==> src/rtl/cbus_arbiter_pkg.sv <==
// Shared CBus definitions: request/response structs, burst length and
// transfer size encodings, and the grant index type used by arbiters.
//   CBUS_MAX_MASTERS : upper bound on masters one arbiter can serve
//   cbus_idx_t       : grant index, wide enough for CBUS_MAX_MASTERS
//   cbus_req_t       : master -> memory request (valid + burst descriptor)
//   cbus_resp_t      : memory -> master response beat (ready/last/data)
package cbus_arbiter_pkg;

   parameter int unsigned CBUS_MAX_MASTERS = 8;

   typedef logic [2:0]  cbus_idx_t;
   typedef logic [63:0] addr_t;
   typedef logic [63:0] word_t;
   typedef logic [7:0]  strobe_t;

   typedef enum logic [2:0] {
      MSIZE1 = 3'b000,
      MSIZE2 = 3'b001,
      MSIZE4 = 3'b010,
      MSIZE8 = 3'b011
   } msize_t;

   // Encoded as (beats - 1) so it can double as a beat-count mask.
   typedef enum logic [3:0] {
      MLEN1  = 4'b0000,
      MLEN2  = 4'b0001,
      MLEN4  = 4'b0011,
      MLEN8  = 4'b0111,
      MLEN16 = 4'b1111
   } mlen_t;

   typedef struct packed {
      logic    valid;
      logic    is_write;
      msize_t  size;
      addr_t   addr;
      strobe_t strobe;
      word_t   data;
      mlen_t   len;
   } cbus_req_t;

   typedef struct packed {
      logic  ready;
      logic  last;
      word_t data;
   } cbus_resp_t;

endpackage

==> src/rtl/cbus_arbiter_rr_pick.sv <==
// Round-robin pick: rotated priority encoder over the valid vector.
// Scanning starts one past last_grant and wraps, so the most recently
// served master has the lowest priority.
//   valid      : per-master request valid
//   last_grant : index of the most recently granted master
//   found      : at least one master is requesting
//   pick       : index of the winning master (0 when found=0)
module rr_pick
   import cbus_arbiter_pkg::*;
#(
   parameter int unsigned NUM_MASTERS = 2
) (
   input  logic [NUM_MASTERS-1:0]         valid,
   input  logic [$clog2(NUM_MASTERS)-1:0] last_grant,
   output logic                           found,
   output logic [$clog2(NUM_MASTERS)-1:0] pick
);

   localparam int unsigned IDX_W = $clog2(NUM_MASTERS);

   int unsigned cand;

   always_comb begin
      found = 1'b0;
      pick  = '0;
      cand  = 0;
      // Offsets 1..NUM_MASTERS visit every master once, last_grant last.
      for (int unsigned k = 1; k <= NUM_MASTERS; k++) begin
         cand = (32'(last_grant) + k) % NUM_MASTERS;
         if (!found && valid[cand]) begin
            found = 1'b1;
            pick  = IDX_W'(cand);
         end
      end
   end

endmodule

==> src/rtl/cbus_arbiter.sv <==
// Round-robin arbiter from NUM_MASTERS CBus masters onto one memory-side
// CBus port. A grant is held for the whole burst and released on the beat
// with ready && last (or if the granted master drops valid). Every grant
// is preceded by one idle arbitration cycle, so grants never abut.
//   clk, reset : clock, synchronous active-high reset
//   ireqs      : requests from masters
//   iresps     : responses to masters (only the granted one is non-zero)
//   oreq       : request to memory side (pass-through of granted master)
//   oresp      : response from memory side
module cbus_arbiter
   import cbus_arbiter_pkg::*;
#(
   parameter int unsigned NUM_MASTERS = 2
) (
   input  logic       clk,
   input  logic       reset,
   input  cbus_req_t  ireqs  [NUM_MASTERS],
   output cbus_resp_t iresps [NUM_MASTERS],
   output cbus_req_t  oreq,
   input  cbus_resp_t oresp
);

   localparam int unsigned IDX_W = $clog2(NUM_MASTERS);

   // IDLE/BUSY is the "busy" bit of the arbiter.
   typedef enum logic {
      IDLE = 1'b0,
      BUSY = 1'b1
   } state_t;

   state_t             state_q, state_n;
   logic [IDX_W-1:0]   index_q, index_n;
   logic [IDX_W-1:0]   last_grant_q, last_grant_n;

   logic [NUM_MASTERS-1:0] valid_vec;
   logic                   found;
   logic [IDX_W-1:0]       pick;

   always_comb begin
      valid_vec = '0;
      for (int unsigned i = 0; i < NUM_MASTERS; i++) begin
         valid_vec[i] = ireqs[i].valid;
      end
   end

   rr_pick #(
      .NUM_MASTERS (NUM_MASTERS)
   ) u_rr_pick (
      .valid      (valid_vec),
      .last_grant (last_grant_q),
      .found      (found),
      .pick       (pick)
   );

   always_ff @(posedge clk) begin
      if (reset) begin
         state_q      <= IDLE;
         index_q      <= '0;
         last_grant_q <= IDX_W'(NUM_MASTERS - 1);
      end else begin
         state_q      <= state_n;
         index_q      <= index_n;
         last_grant_q <= last_grant_n;
      end
   end

   always_comb begin
      state_n      = state_q;
      index_n      = index_q;
      last_grant_n = last_grant_q;
      oreq         = '0;
      for (int unsigned i = 0; i < NUM_MASTERS; i++) begin
         iresps[i] = '0;
      end

      unique case (state_q)
         IDLE: begin
            if (found) begin
               state_n = BUSY;
               index_n = pick;
            end
         end
         BUSY: begin
            oreq           = ireqs[index_q];
            iresps[index_q] = oresp;
            // A dropped valid mid-burst is treated as an early release.
            if (!ireqs[index_q].valid || (oresp.ready && oresp.last)) begin
               state_n      = IDLE;
               last_grant_n = index_q;
            end
         end
         default: state_n = IDLE;
      endcase
   end

endmodule

==> config.mk <==
export PLATFORM = sky130hd
export DESIGN_NAME = cbus_arbiter
export DESIGN_NICKNAME = d
export VERILOG_FILES = /design/src/rtl/cbus_arbiter_pkg.sv /design/src/rtl/cbus_arbiter_rr_pick.sv /design/src/rtl/cbus_arbiter.sv
export SDC_FILE = /design/constraint.sdc
export NUM_CORES = 1
export LEC_CHECK = 0
export CAP_MARGIN = 5
export CORE_AREA = 8 8 238 240
export CTS_CLUSTER_SIZE = 28
export DETAILED_ROUTE_END_ITERATION = 8
export DIE_AREA = 0 0 246 248
export HOLD_SLACK_MARGIN = 0.05
export SLEW_MARGIN = 0
export SYNTH_ARGS = -nofsm -noshare
export SYNTH_HDL_FRONTEND = slang
export SYNTH_SLANG_ARGS = --single-unit
==> constraint.sdc <==
create_clock -name clk -period 1.5 [get_ports clk]
set_input_delay 0.45 -clock clk [delete_from_list [all_inputs] [get_ports clk]]
set_output_delay 0.45 -clock clk [all_outputs]
set_load 0.01 [all_outputs]
==> results of run 1 <==
==> Yosys cell counts <==
| cell type | count |
|---|---|
| sky130_fd_sc_hd__nor2_1 | 1 |
| sky130_fd_sc_hd__a21oi_1 | 1 |
| sky130_fd_sc_hd__clkbuf_2 | 1 |
| sky130_fd_sc_hd__nand2_1 | 1 |
| sky130_fd_sc_hd__buf_8 | 12 |
| sky130_fd_sc_hd__buf_2 | 10 |
| sky130_fd_sc_hd__nor2b_2 | 1 |
| sky130_fd_sc_hd__nand3_1 | 1 |
| sky130_fd_sc_hd__o2111ai_1 | 1 |
| sky130_fd_sc_hd__o22ai_1 | 1 |
| sky130_fd_sc_hd__buf_6 | 5 |
| sky130_fd_sc_hd__and2_1 | 68 |
| sky130_fd_sc_hd__mux2i_1 | 145 |
| sky130_fd_sc_hd__buf_4 | 7 |
| sky130_fd_sc_hd__nand3b_1 | 1 |
| sky130_fd_sc_hd__nor2b_1 | 146 |
| sky130_fd_sc_hd__clkbuf_1 | 20 |
| sky130_fd_sc_hd__o21ai_1 | 1 |
| sky130_fd_sc_hd__o21bai_1 | 1 |
| sky130_fd_sc_hd__and3_1 | 66 |
| sky130_fd_sc_hd__inv_1 | 2 |
| sky130_fd_sc_hd__dfxtp_1 | 3 |
==> worst max-delay path by stage <==
stage,start,to,slack (ns)
2_1_floorplan,index_q$_SDFFE_PP0P_,iresps[10],0.02
3_3_place_gp,ireqs[93],oreq[93],-0.83
3_5_place_dp,ireqs[238],oreq[93],-0.79
4_1_cts,index_q$_SDFFE_PP0P_,oreq[65],-0.62
5_1_grt,index_q$_SDFFE_PP0P_,oreq[0],-0.59
6_report,index_q$_SDFFE_PP0P_,iresps[70],-0.56
==> state kept, by name (all words and copies together), names as in the netlist <==
signal	flops
state_q	1
last_grant_q	1
index_q	1
==> routing by layer <==
layer | global-route usage | vias up | share of wire
li1 | - | 3147 | -
met1 | 0.114 | 3033 | 0.37
met2 | 0.207 | 408 | 0.52
met3 | 0.0256 | 34 | 0.082
met4 | 0.0125 | 0 | 0.020
met5 | 0 | - | 0
==> critical path, cell delays in order (launching register included) <==
cell	delay (ns)
sky130_fd_sc_hd__dfxtp_4	0.37
sky130_fd_sc_hd__buf_12	0.16
sky130_fd_sc_hd__nor2b_4	0.13
sky130_fd_sc_hd__buf_12	0.14
sky130_fd_sc_hd__buf_12	0.13
sky130_fd_sc_hd__buf_16	0.12
sky130_fd_sc_hd__and2_4	0.18
sky130_fd_sc_hd__buf_12	0.12
==> what timing repair did <==
action | in CTS | in global routing
buffers inserted | 53 | 34
resized for setup | 1061 | 294
endpoints found under the setup margin | 278 | 279
pin swaps | 8 | 35
gates cloned | 18 | 4
==> power by group <==
group	switching (W)	total (W)	internal, W
Clock	0.0000716	0.000422	0.000351
Sequential	0.0000173	0.000104	0.0000871
Combinational	0.00164	0.00437	0.00273
Total	0.00173	0.00490	0.00317
==> metrics by stage <==
step                      setup TNS (ns)   util
after floorplan                        0      -
after global routing             -132.18  0.246
after CTS                        -130.67  0.229
final                            -117.34  0.246
after detailed placement         -168.22  0.210
after global placement           -166.02  0.210
==> cells by family after synthesis <==
group	count (synthesis)	share of synthesized area
buf+inv	57	0.114
compound gates	5	0.00867
flops	3	0.0160
mux	145	0.387
simple gates	285	0.475
==> layout make-up <==
type	instances	area, µm²
fillers	5679	40000
repair buffers	784	8050
multi-input cells	435	3990
well taps	696	871
clock buffers	4	78.8
flip-flops and latches	3	67.6
inverters	2	7.51
diodes	3	7.51
==> cells in the final DEF (no fill, tap or decap), types with 26 or more instances in the layout <==
cell type / netlist / layout
sky130_fd_sc_hd__nor2b_1: 146 / 137
sky130_fd_sc_hd__and2_4: 0 / 58
sky130_fd_sc_hd__and3_4: 0 / 55
sky130_fd_sc_hd__buf_2: 10 / 82
sky130_fd_sc_hd__buf_6: 5 / 162
sky130_fd_sc_hd__buf_12: 0 / 26
sky130_fd_sc_hd__mux2i_1: 145 / 116
sky130_fd_sc_hd__dlygate4sd2_1: 0 / 51
sky130_fd_sc_hd__clkdlybuf4s50_1: 0 / 357
sky130_fd_sc_hd__buf_4: 7 / 42
==> Flow_metrics.wiki, run 1 <==
{| class="wikitable"
! Metric !! Value
|-
| Run status || complete, but fails checks
|-
| Violated checks || negative setup slack
|-
| Cell area after synthesis || 3750 µm²
|-
| Critical register-to-register path startpoint || state_q$_SDFF_PP0_
|-
| Tcrit/Tclk final || 1.37
|-
| Share of the synthesized area in the top cell type || 0.387
|-
| Count of state elements after synthesis || 3
|-
| Critical path start-end classification || reg -> out
|-
| Overall power consumption || 0.00490 W
|-
| Die span in y || 248 µm
|-
| Share of layout cells above drive strength 1 || 0.431
|-
| Pre-antenna DRT Iters || 4
|-
| CTS sink cnt || 3
|-
| Initial standard-cell utilization of the core || 0.0707
|-
| Max Transition Viols Final || 0
|-
| Most area-hungry cell type in the Yosys netlist || sky130_fd_sc_hd__mux2i_1
|-
| Count of cell types in the netlist || 22
|-
| Arrival @ worst endpoint || 1.61 ns
|-
| Post-synthesis to final-layout area growth || 248%
|-
| Net count of the mapped netlist || 853
|-
| # rows || 85
|-
| Post-route ant nets || 0
|-
| Port Buffer Count || 634
|-
| Worst slew pin tran || 0.251 ns
|-
| End of the worst register-to-register path || last_grant_q$_SDFFE_PP1P_
|-
| Class of the worst hold path || reg -> reg
|-
| Count of max-cap constraint violations || 0
|-
| Final Hold Vio Count || 0
|-
| Worst endpoint required time || 1.05 ns
|-
| Critical path endpoint category || primary output
|-
| Startpoint of the tightest hold check path || last_grant_q$_SDFFE_PP1P_
|-
| Post-synthesis sequential area ratio || 0.0160
|-
| Number of setup violations in the final report || 279
|-
| Setup repair after global routing missed its margin || true
|-
| Total placed cells including tap cells || 1827
|-
| Horizontal die dimension || 246 µm
|-
| Clock slew at reported path FFs || 0.03 ns
|-
| All-Layer GR Usage || 0.105
|-
| GPL Wtd Cong || 0.837
|-
| Num CTS Buffers || 3
|-
| Worst vdd rail ir drop || 0.000331 V
|-
| Area of the die || 61000 µm²
|-
| Clk Latency, worst-skew pair || 0.22 ns
|-
| Number of global-route vias before repair || 7217
|-
| Max Clock Skew || 0.00101 ns
|-
| Hold depth || 2
|-
| Cell area reported after detailed placement || 11100 µm²
|-
| Yosys warning count || 0
|-
| Reported leakage power || 5.57 nW
|-
| Post-route setup slack || -0.556 ns
|-
| Number of vias in the routed layout || 6622
|-
| Final Cell Area || 13100 µm²
|-
| R2R cell count || 8
|-
| Worst-case hold path end point || last_grant_q$_SDFFE_PP1P_
|-
| Post-detailed-route via-to-cell ratio || 3.44
|-
| Final #Nets || 1587
|-
| Number of antenna violations at the first check in global routing || 5
|-
| Detailed placer's ending HPWL || 28300 µm
|-
| DRC errors left || 0
|-
| CTS max path bufs || 2
|-
| Max Freq || 486 MHz
|-
| Register-to-register path setup slack || -0.06 ns
|-
| Number of levels the H-tree was split into || 1
|-
| Core outline area || 53100 µm²
|-
| Worst hold slack || 0.502 ns
|-
| Count of mapped cells out of synthesis || 495
|-
| Iteration-0 DRC Markers || 128
|-
| Total of hold buffers inserted after clock tree synthesis || 0
|-
| Pin count of the biggest net entering global routing || 54
|-
| Cells taking the most area after synthesis || sky130_fd_sc_hd__mux2i_1 (39%), sky130_fd_sc_hd__nor2b_1 (24%), sky130_fd_sc_hd__and2_1 (11%)
|-
| Power per Cell Area || 375 nW/µm²
|-
| I/O Pins || 635
|-
| Post-placement setup slack || -0.791 ns
|-
| Wire length of the first global-routing pass || 48700 µm
|-
| Avg Synthesized Cell Area || 7.58 µm²
|-
| Overall overflow remaining after global route || 0
|-
| Average wire length per cell after detail routing || 19.1 µm
|-
| Non-filler instance count after layout || 1927
|-
| Peak fanout along the critical path || 8
|-
| Final critical-path required period || 2.06 ns
|-
| Slew Limit Headroom || 0.833
|-
| Total length of routed wires || 36800 µm
|-
| TritonCTS clock tree || done
|-
| Clock Root Buffer || sky130_fd_sc_hd__clkbuf_16
|-
| Crit start category || flip-flop
|}
Note: power is estimated with default switching activity, not from simulation.
==> inputs of run 2 (changes only) <==
SLEW_MARGIN = unset   (was 0)
==> results of run 2 <==
No change in the layout: final DEF, timing and power equal those of run 1.
==> inputs of run 3 (changes only) <==
CTS_BUF_LIST = sky130_fd_sc_hd__clkbuf_8   (was unset)
==> run 3 against run 2 <==
  * The run still ends with negative setup slack left
  * Non-clock buffer count increased by 33
  * Cell count increased by 1.7%
  * Maximum frequency decreased by 0.53%
  * Largest cell class unchanged
==> Flow_metrics.wiki, run 3 (same netlist as run 1, synthesis figures left out) <==
{| class="wikitable"
! Metric !! Value
|-
| Final #Nets || 1620
|-
| Slew Limit Headroom || 0.818
|-
| Tcrit/Tclk final || 1.38
|-
| Max Freq || 484 MHz
|-
| Number of antenna violations at the first check in global routing || 8
|-
| List of cells traversed by the critical path || buf_12 > buf_12 > buf_16 > buf_12 > buf_8 > mux2i_2 > nor2b_1 > buf_2
|-
| Violated checks || negative setup slack
|-
| TritonCTS clock tree || done
|-
| Total placed cells including tap cells || 1827
|-
| Most frequent cells in the layout || sky130_fd_sc_hd__clkdlybuf4s50_1 (355), sky130_fd_sc_hd__buf_6 (175), sky130_fd_sc_hd__buf_2 (163)
|-
| Post-detailed-route via-to-cell ratio || 3.47
|-
| Peak per-stage delay on the critical path || 0.35 ns
|-
| Final critical-path required period || 2.07 ns
|-
| I/O Pins || 635
|-
| Run status || complete, but fails checks
|-
| Critical path endpoint category || primary output
|-
| Number of global-route vias before repair || 7411
|-
| Overall overflow remaining after global route || 0
|-
| Cell with the largest stage delay on the worst path || sky130_fd_sc_hd__dfxtp_4
|-
| Worst vdd rail ir drop || 0.000194 V
|-
| CTS max path bufs || 2
|-
| # rows || 85
|-
| Power per Cell Area || 368 nW/µm²
|-
| Biggest registers after layout || index_q (1), last_grant_q (1), state_q (1)
|-
| Core outline area || 53100 µm²
|-
| Reported leakage power || 5.64 nW
|-
| Num CTS Buffers || 3
|-
| CTS sink cnt || 3
|-
| Worst endpoint required time || 1.05 ns
|-
| Number of vias in the routed layout || 6792
|-
| Iteration-0 DRC Markers || 110
|-
| Arrival @ worst endpoint || 1.62 ns
|-
| Max Clock Skew || 0.00177 ns
|-
| Worst slew pin tran || 0.268 ns
|-
| All-Layer GR Usage || 0.107
|-
| Average wire length per cell after detail routing || 20.0 µm
|-
| Class of the worst hold path || reg -> reg
|-
| Setup TNS || -114.19 ns
|-
| Number of setup violations in the final report || 277
|-
| Most repeated library cell on the critical path || sky130_fd_sc_hd__buf_12
|-
| Startpoint of the worst setup timing path || index_q$_SDFFE_PP0P_
|-
| Pre-antenna DRT Iters || 4
|-
| Clk Latency, worst-skew pair || 0.21 ns
|-
| Non-filler instance count after layout || 1959
|-
| Clock Root Buffer || sky130_fd_sc_hd__clkbuf_8
|-
| Post-route setup slack || -0.567 ns
|-
| Buf/Inv on CP || 6
|-
| Number of levels the H-tree was split into || 1
|-
| Crit start category || flip-flop
|-
| Horizontal die dimension || 246 µm
|-
| Post-route ant nets || 0
|-
| Final Hold Vio Count || 0
|-
| Pin count of the biggest net entering global routing || 28
|-
| Clock slew at reported path FFs || 0.03 ns
|-
| Startpoint of the tightest hold check path || last_grant_q$_SDFFE_PP1P_
|-
| Critical register-to-register path startpoint || index_q$_SDFFE_PP0P_
|-
| GPL Wtd Cong || 0.837
|-
| Critical path start-end classification || reg -> out
|-
| Setup repair after global routing missed its margin || true
|-
| Wire length of the first global-routing pass || 49600 µm
|-
| Port Buffer Count || 634
|-
| Peak fanout along the critical path || 7
|-
| Share of layout cells above drive strength 1 || 0.469
|-
| Die span in y || 248 µm
|-
| DRC errors left || 0
|-
| Detailed placer's ending HPWL || 28300 µm
|-
| Count of max-cap constraint violations || 0
|-
| Initial standard-cell utilization of the core || 0.0707
|-
| Gate family responsible for the most delay along the worst path || buffers and inverters
|-
| Max Transition Viols Final || 0
|-
| Most common cell after layout, fill and taps aside || sky130_fd_sc_hd__clkdlybuf4s50_1
|-
| Area of the die || 61000 µm²
|-
| Post-synthesis to final-layout area growth || 251%
|-
| Total length of routed wires || 39100 µm
|}
-- run 3: changes by cell type in the layout (fill, tap and decap cells not counted), sizes merged --
cell / change
buf: +96
dlygate4sd2: -46
clkbuf: -12
clkdlybuf4s15: -4
clkdlybuf4s50: -2
diode: -1
inv: +1
-- run 3: layout make-up --
class	count	area [µm²]
Clock buffer	3	41.3
Multi-Input combinational cell	435	3910
Clock inverter	1	3.75
Fill cell	5694	39900
Antenna cell	2	5.00
Sequential cell	3	67.6
Inverter	2	7.51
Tap cell	696	871
Timing Repair Buffer	817	8260
-- run 3: report_power, final --
group | leakage, nW | switching, W | internal (W)
combinational | 5.59 | 0.00171 | 0.00280
clock | 0.0269 | 0.0000538 | 0.000174
sequential | 0.0260 | 0.0000123 | 0.0000870
-- run 3: worst paths after layout --
check | end | slack [ns] | depth (start not counted)
max | oreq[128] | -0.57 | 8
min | last_grant_q$_SDFFE_PP1P_ | 0.50 | 2
max reg2reg | last_grant_q$_SDFFE_PP1P_ | 0.04 | 8
min reg2reg | last_grant_q$_SDFFE_PP1P_ | 0.50 | 2
-- run 3: per-stage QoR --
stage	util	total power [W]	worst slack [ns]	area (µm²)	hold slack, ns
finish	0.248	0.00484	-0.567	13200	0.495
global route	0.248	0.00511	-0.608	13200	0.535
CTS	0.230	0.00445	-0.635	12200	0.513
detailed placement	0.210	0.00359	-0.791	11100	0.501
global placement	0.210	0.00357	-0.828	11100	0.489
floorplan	-	0.00133	0.0205	3750	0.473
-- run 3: worst reg2reg max path: stages (launching register included) --
cell                        delay, ns
sky130_fd_sc_hd__dfxtp_4         0.35
sky130_fd_sc_hd__buf_12          0.15
sky130_fd_sc_hd__nor2b_4         0.16
sky130_fd_sc_hd__buf_12          0.14
sky130_fd_sc_hd__buf_6           0.09
sky130_fd_sc_hd__buf_8           0.11
sky130_fd_sc_hd__buf_6           0.12
sky130_fd_sc_hd__o21bai_1        0.10
sky130_fd_sc_hd__o2111ai_1       0.11
-- run 3: per-layer routing --
layer,GRT usage,up-vias,routed length [µm]
met5,0,-,0
met4,0.0148,0,769
met3,0.0251,38,2920
met2,0.211,409,20800
met1,0.116,3138,14600
li1,-,3207,-
-- run 3: timing repair --
| item | in CTS | in global routing |
|---|---|---|
| gates resized for setup | 1207 | 351 |
| hold buffers | 0 | 0 |
| buffers inserted | 76 | 50 |
| pin swaps | 10 | 30 |
| endpoints found under the setup margin | 278 | 279 |
| hold endpoints to repair | 0 | 0 |
| cloned | 23 | 10 |
